## src/rtl/slp_train_seq.sv

```systemverilog
// slp_train_seq: buffers labelled samples and replays them epoch by epoch into a perceptron,
// counting mispredictions; optional early stop on a zero-error epoch via SLP_SEQ_EARLY_STOP_EN.
module slp_train_seq #(
    parameter int IN      = 8,
    parameter int I_PREC  = 16,
    parameter int O_PREC  = 16,
    parameter int DEPTH   = 16,
    parameter int EPOCH_W = 8
) (
    input  logic                          clk,
    input  logic                          reset_,
    input  logic                          ld_valid,
    output logic                          ld_ready,
    input  logic [IN-1:0][I_PREC-1:0]     ld_in,
    input  logic [O_PREC-1:0]             ld_train,
    input  logic                          clr,
    input  logic                          start,
    input  logic [EPOCH_W-1:0]            max_epoch,
    output logic                          busy,
    output logic                          done,
    output logic                          converged,
    output logic [EPOCH_W-1:0]            epoch_cnt,
    output logic [$clog2(DEPTH+1)-1:0]    err_cnt,
    output logic [IN-1:0][I_PREC-1:0]     slp_in,
    output logic [O_PREC-1:0]             slp_train,
    output logic                          slp_t_en,
    input  logic [O_PREC-1:0]             slp_out
);
    localparam int CW = $clog2(DEPTH + 1);
    localparam int IW = $clog2(DEPTH);

    typedef enum logic [1:0] {IDLE, RUN, CHECK} state_t;

    state_t               state_q, state_d;
    logic [CW-1:0]        count_q, count_d, err_q, err_d;
    logic [IW-1:0]        idx_q, idx_d;
    logic [EPOCH_W-1:0]   ep_q, ep_d, max_q, max_d;
    logic                 done_q, done_d, conv_q, conv_d, wr;
    logic [IN-1:0][I_PREC-1:0] mem_in [DEPTH];
    logic [O_PREC-1:0]         mem_tr [DEPTH];

    assign slp_in    = mem_in[idx_q];
    assign slp_train = mem_tr[idx_q];
    assign busy      = state_q != IDLE;
    assign done      = done_q;
    assign converged = conv_q;
    assign epoch_cnt = ep_q;
    assign err_cnt   = err_q;

    // sample storage, deliberately not reset
    always_ff @(posedge clk) begin
        if (wr) begin
            mem_in[count_q[IW-1:0]] <= ld_in;
            mem_tr[count_q[IW-1:0]] <= ld_train;
        end
    end

    // state and run bookkeeping registers
    always_ff @(posedge clk or negedge reset_) begin
        if (!reset_) begin
            state_q <= IDLE;
            count_q <= '0;
            idx_q   <= '0;
            err_q   <= '0;
            ep_q    <= '0;
            max_q   <= '0;
            done_q  <= 1'b0;
            conv_q  <= 1'b0;
        end else begin
            state_q <= state_d;
            count_q <= count_d;
            idx_q   <= idx_d;
            err_q   <= err_d;
            ep_q    <= ep_d;
            max_q   <= max_d;
            done_q  <= done_d;
            conv_q  <= conv_d;
        end
    end

    // next state, loading, replay and epoch accounting
    always_comb begin
        state_d  = state_q;
        count_d  = count_q;
        idx_d    = idx_q;
        err_d    = err_q;
        ep_d     = ep_q;
        max_d    = max_q;
        done_d   = done_q;
        conv_d   = conv_q;
        wr       = 1'b0;
        ld_ready = 1'b0;
        slp_t_en = 1'b0;
        case (state_q)
            IDLE: begin
                ld_ready = count_q != CW'(DEPTH);
                wr       = ld_valid && ld_ready && !clr;
                if (clr) begin
                    count_d = '0;
                end else begin
                    if (wr) count_d = count_q + 1'b1;
                    if (start && count_q != '0) begin
                        state_d = RUN;
                        done_d  = 1'b0;
                        conv_d  = 1'b0;
                        ep_d    = '0;
                        err_d   = '0;
                        idx_d   = '0;
                        max_d   = (max_epoch == '0) ? EPOCH_W'(1) : max_epoch;
                    end
                end
            end
            RUN: begin
                slp_t_en = 1'b1;
                if (slp_out != slp_train) err_d = err_q + 1'b1;
                idx_d = idx_q + 1'b1;
                if (CW'(idx_q) == count_q - 1'b1) state_d = CHECK;
            end
            CHECK: begin
                ep_d  = ep_q + 1'b1;
                idx_d = '0;
`ifdef SLP_SEQ_EARLY_STOP_EN
                if (err_q == '0) begin
                    conv_d  = 1'b1;
                    done_d  = 1'b1;
                    state_d = IDLE;
                end else
`endif
                if ({1'b0, ep_q} + 1'b1 >= {1'b0, max_q}) begin
                    done_d  = 1'b1;
                    state_d = IDLE;
                end else begin
                    err_d   = '0;
                    state_d = RUN;
                end
            end
            default: state_d = IDLE;
        endcase
    end
endmodule

```

## config.mk

```make
export PLATFORM = sky130hd
export DESIGN_NAME = slp_train_seq
export DESIGN_NICKNAME = d
export VERILOG_FILES = /design/src/rtl/slp_train_seq.sv
export SDC_FILE = /design/constraint.sdc
export NUM_CORES = 2
export LEC_CHECK = 0
export CORE_MARGIN = 2
export CORE_UTILIZATION = 30
export DETAILED_ROUTE_END_ITERATION = 8
export GPL_ROUTABILITY_DRIVEN = 0
export PLACE_DENSITY = 0.57
export SYNTH_ARGS = -nofsm -noshare
export SYNTH_HDL_FRONTEND = slang
export SYNTH_SLANG_ARGS = --single-unit
```

## constraint.sdc

```tcl
create_clock -name clk -period 14.85 [get_ports clk]
set_clock_uncertainty 0.05 [all_clocks]
set_input_delay 2.97 -clock clk [delete_from_list [all_inputs] [get_ports clk]]
set_output_delay 2.97 -clock clk [all_outputs]
set_load 0.02 [all_outputs]
```

==> metrics.md <==
| Metric | Value |
|---|---|
| Run status | `complete, no violations` |
| Max-cap violations | `0` |
| FP Rows | `about 200` |
| GRT overflow | `0` |
| Hold-fix buffers at CTS | `0` |
| Die width | `between 500 and 600 µm` |
| Vias in the first global route | `approximately 42,000` |
| Most frequent cells in the layout | `edfxtp_1 (2,304), mux4_2 (687), clkdlybuf4s50_1 (333)` |
| Post-synthesis sequential area ratio | `approximately four fifths` |
| I/O Pins | `around 340` |
| Min Tclk post-route | `8.49 ns` |
| Overall routed net length | `approximately 220 mm` |
| Resize count post-CTS | `0` |
| Crit path DAT | `approximately 5.5 ns` |
| Ys async rst share | `about 1.4%` |
| Fin Setup TNS | `0 ns` |
| Area grow syn2layout | `18.4%` |
| Drt first pass iters | `7` |
| Yosys top cell by area | `edfxtp_1` |
| #FFs+latches synth | `~2,300` |
| Post-synthesis cell type count | `between 70 and 80` |
| # DRC | `0` |
| Leak Pwr | `32.2 nW` |
| CTS tree | `built` |
| Input/output buffers | `between 300 and 400` |
| Gr usage total | `around 14%` |
| Design Power | `about 13 mW` |
| Share of the synthesized area in the top cell type | `between 70 and 80%` |
| Max-slew headroom | `between 20% and 30%` |
| CTS Buffer Depth | `4` |
| Synth area leaders | `edfxtp_1 (78%), mux4_2 (17%), dfrtp_1 (0.93%), mux2i_1 (0.45%), clkbuf_1 (0.34%)` |
| CP Launch Type | `register` |
| HP Class | `reg -> reg` |
| RR Startpoint | `idx_q[0]` |
| Flop2flop setup slack | `about 9.7 ns` |
| Final Non-Filler Cells | `a little over 8,000` |
| Reg-to-reg endpoint | `err_cnt[4]` |
| Cell Area, Synth | `~90,000 µm²` |
| Req. time, crit path | `around 12 ns` |
| Max FO, Critical Path | `134` |
| Fin nets | `~4,200` |
| Kind of critical path | `reg -> out` |
| Setup bufs post-CTS | `0` |
| Syn_nets | `between 3,000 and 4,000` |
| HPWL Detailed | `about 110 mm` |
| DP Cell Count | `roughly 7,700` |
| Area of the core | `294,000 µm²` |
| Syn Inst Count | `about 3,600` |
| CTS clock-pin slew for the worst setup and hold paths | `~0.060 ns` |
| CP Capture Type | `output port` |
| CTS H-Tree Depth | `5` |
| Reg2Reg Depth | `11` |
| Finished Cell Area | `~110,000 µm²` |
| Post-DP Area | `approximately 100,000 µm²` |
| # setup viols final | `0` |
| Crit share post-route | `57.2%` |
| Worst Setup EP | `slp_in[70]` |
| Max Clk Rate | `between 0.1 and 0.15 GHz` |
| Routed WL per cell | `~26 µm` |
| Routed Antenna Nets | `0` |
| Die Y | `~550 µm` |
| CTS Sinks | `~2,300` |
| Worst Setup SP | `idx_q[1]` |
| First-pass GRT wire length | `approximately 310 mm` |
| Maximum vdd drop | `about 110 µV` |
| Vias | `40,200` |
| Syn Area/Cell | `25.0 µm²` |
| Clk root buf | `clkbuf_16` |
| Number of synthesized flops with an enable pin | `around 2,300` |
| CTS Buf Count | `roughly 260` |
| Yosys warning count | `0` |
| Die area | `roughly 300,000 µm²` |
| Largest net degree at the start of global routing | `roughly 140` |
| Power Density | `128 nW/µm²` |
| Final Max Tran Viols | `0` |
| Final hold violation count | `0` |
| Top_reg_cell synth | `edfxtp_1` |
| Hold path depth | `2` |
| Initial antenna violation count | `just over 40` |
| Clk_lat worst skew | `0.86 ns` |
| Starting density of the core | `approximately 30%` |
| DRT iter0 DRCs | `about 3,800` |
| Unrepaired setup endpoints after global routing | `no` |
| Layout cells sized above 1 | `between 20% and 30%` |
| Commonest non-fill, non-tap cell in the layout | `edfxtp_1` |
| Worst slew pin tran | `about 1.1 ns` |
| Vias/cell | `between 4 and 5` |
## routing by layer
layer / up-vias / global-route usage, % / wire (µm)
li1: 16500 / - / -
met1: 22200 / 19.1 / 92500
met2: 1168 / 22.9 / 104000
met3: 352 / 3.36 / 14900
met4: 48 / 3.80 / 4930
met5: - / 0 / 332
## registers in the layout, summed over array words and instances, names as in the netlist
register and cells:
mem_in 2048, mem_tr 256, epoch_cnt 8, max_q 8, count_q 5, err_cnt 5, idx_q 4, state_q 2
done 1
## logic make-up (layout without fill, tap and decap cells)
group / count (synthesis) / count (layout) / share of synthesized area [%]
muxes: 737 / 737 / 18.0
DFF: 2337 / 2337 / 78.8
and+or+nand+nor: 128 / 128 / 0.721
adders and majority gates: 15 / 15 / 0.211
AOI/OAI and AO/OA: 116 / 116 / 0.929
other: 1 / 5 / 0.00422
xor gates and xnor gates: 27 / 27 / 0.266
buffers and inverters: 198 / 884 / 1.06
## cell type report
| type | count | area (µm²) |
|---|---|---|
| well taps | 3919 | 4900 |
| repair buffers | 414 | 4130 |
| flip-flops and latches | 2337 | 70000 |
| clock buffers | 325 | 6880 |
| clock inverters | 124 | 1150 |
| multi-input cells | 1024 | 18000 |
| inverters | 21 | 86.3 |
| fillers | 26900 | 189000 |
| diodes | 4 | 10.0 |
## worst min-delay path by stage
stage | start | end
after floorplan | max_q[0] | max_q[0]
after global placement | done | done
after detailed placement | max_q[1] | max_q[1]
after CTS | max_q[1] | max_q[1]
after global routing | max_q[7] | max_q[7]
final | max_q[1] | max_q[1]
## where the power goes
part           total, mW  switching (mW)  internal [mW]
clock network       6.08            2.58           3.49
registers           7.25         0.00324           7.25
logic              0.146          0.0953         0.0508
## per-stage QoR
step                hold slack (ns)  utilization [%]  worst slack (ns)
floorplan                     0.449                -             0.776
global placement              0.488             33.0              7.21
detailed placement            0.489             33.0              7.19
CTS                           0.503             35.7              6.22
global route                  0.533             35.7              6.07
finish                        0.494             35.7              6.36
## worst max-delay path: stages, from the launching register on
cell and delay [ns]:
dfrtp_4 0.82, buf_4 0.59, buf_12 0.61, buf_12 0.53
mux4_2 0.42, mux4_2 0.56, clkdlybuf4s50_1 0.59
## Yosys cell counts (all sizes together), types with 7 or more instances
cell	instances
a21oi	16
mux2	7
o21ai	29
clkbuf	80
nand2b	9
nor3	10
mux2i	41
xnor2	18
ha	15
nor2b	7
a22oi	8
xor2	9
nand3	9
inv	21
dfrtp	33
edfxtp	2304
mux4	689
a22o	11
nand2	41
nor2	27
buf	97
Note: power is estimated with default switching activity, not from simulation.
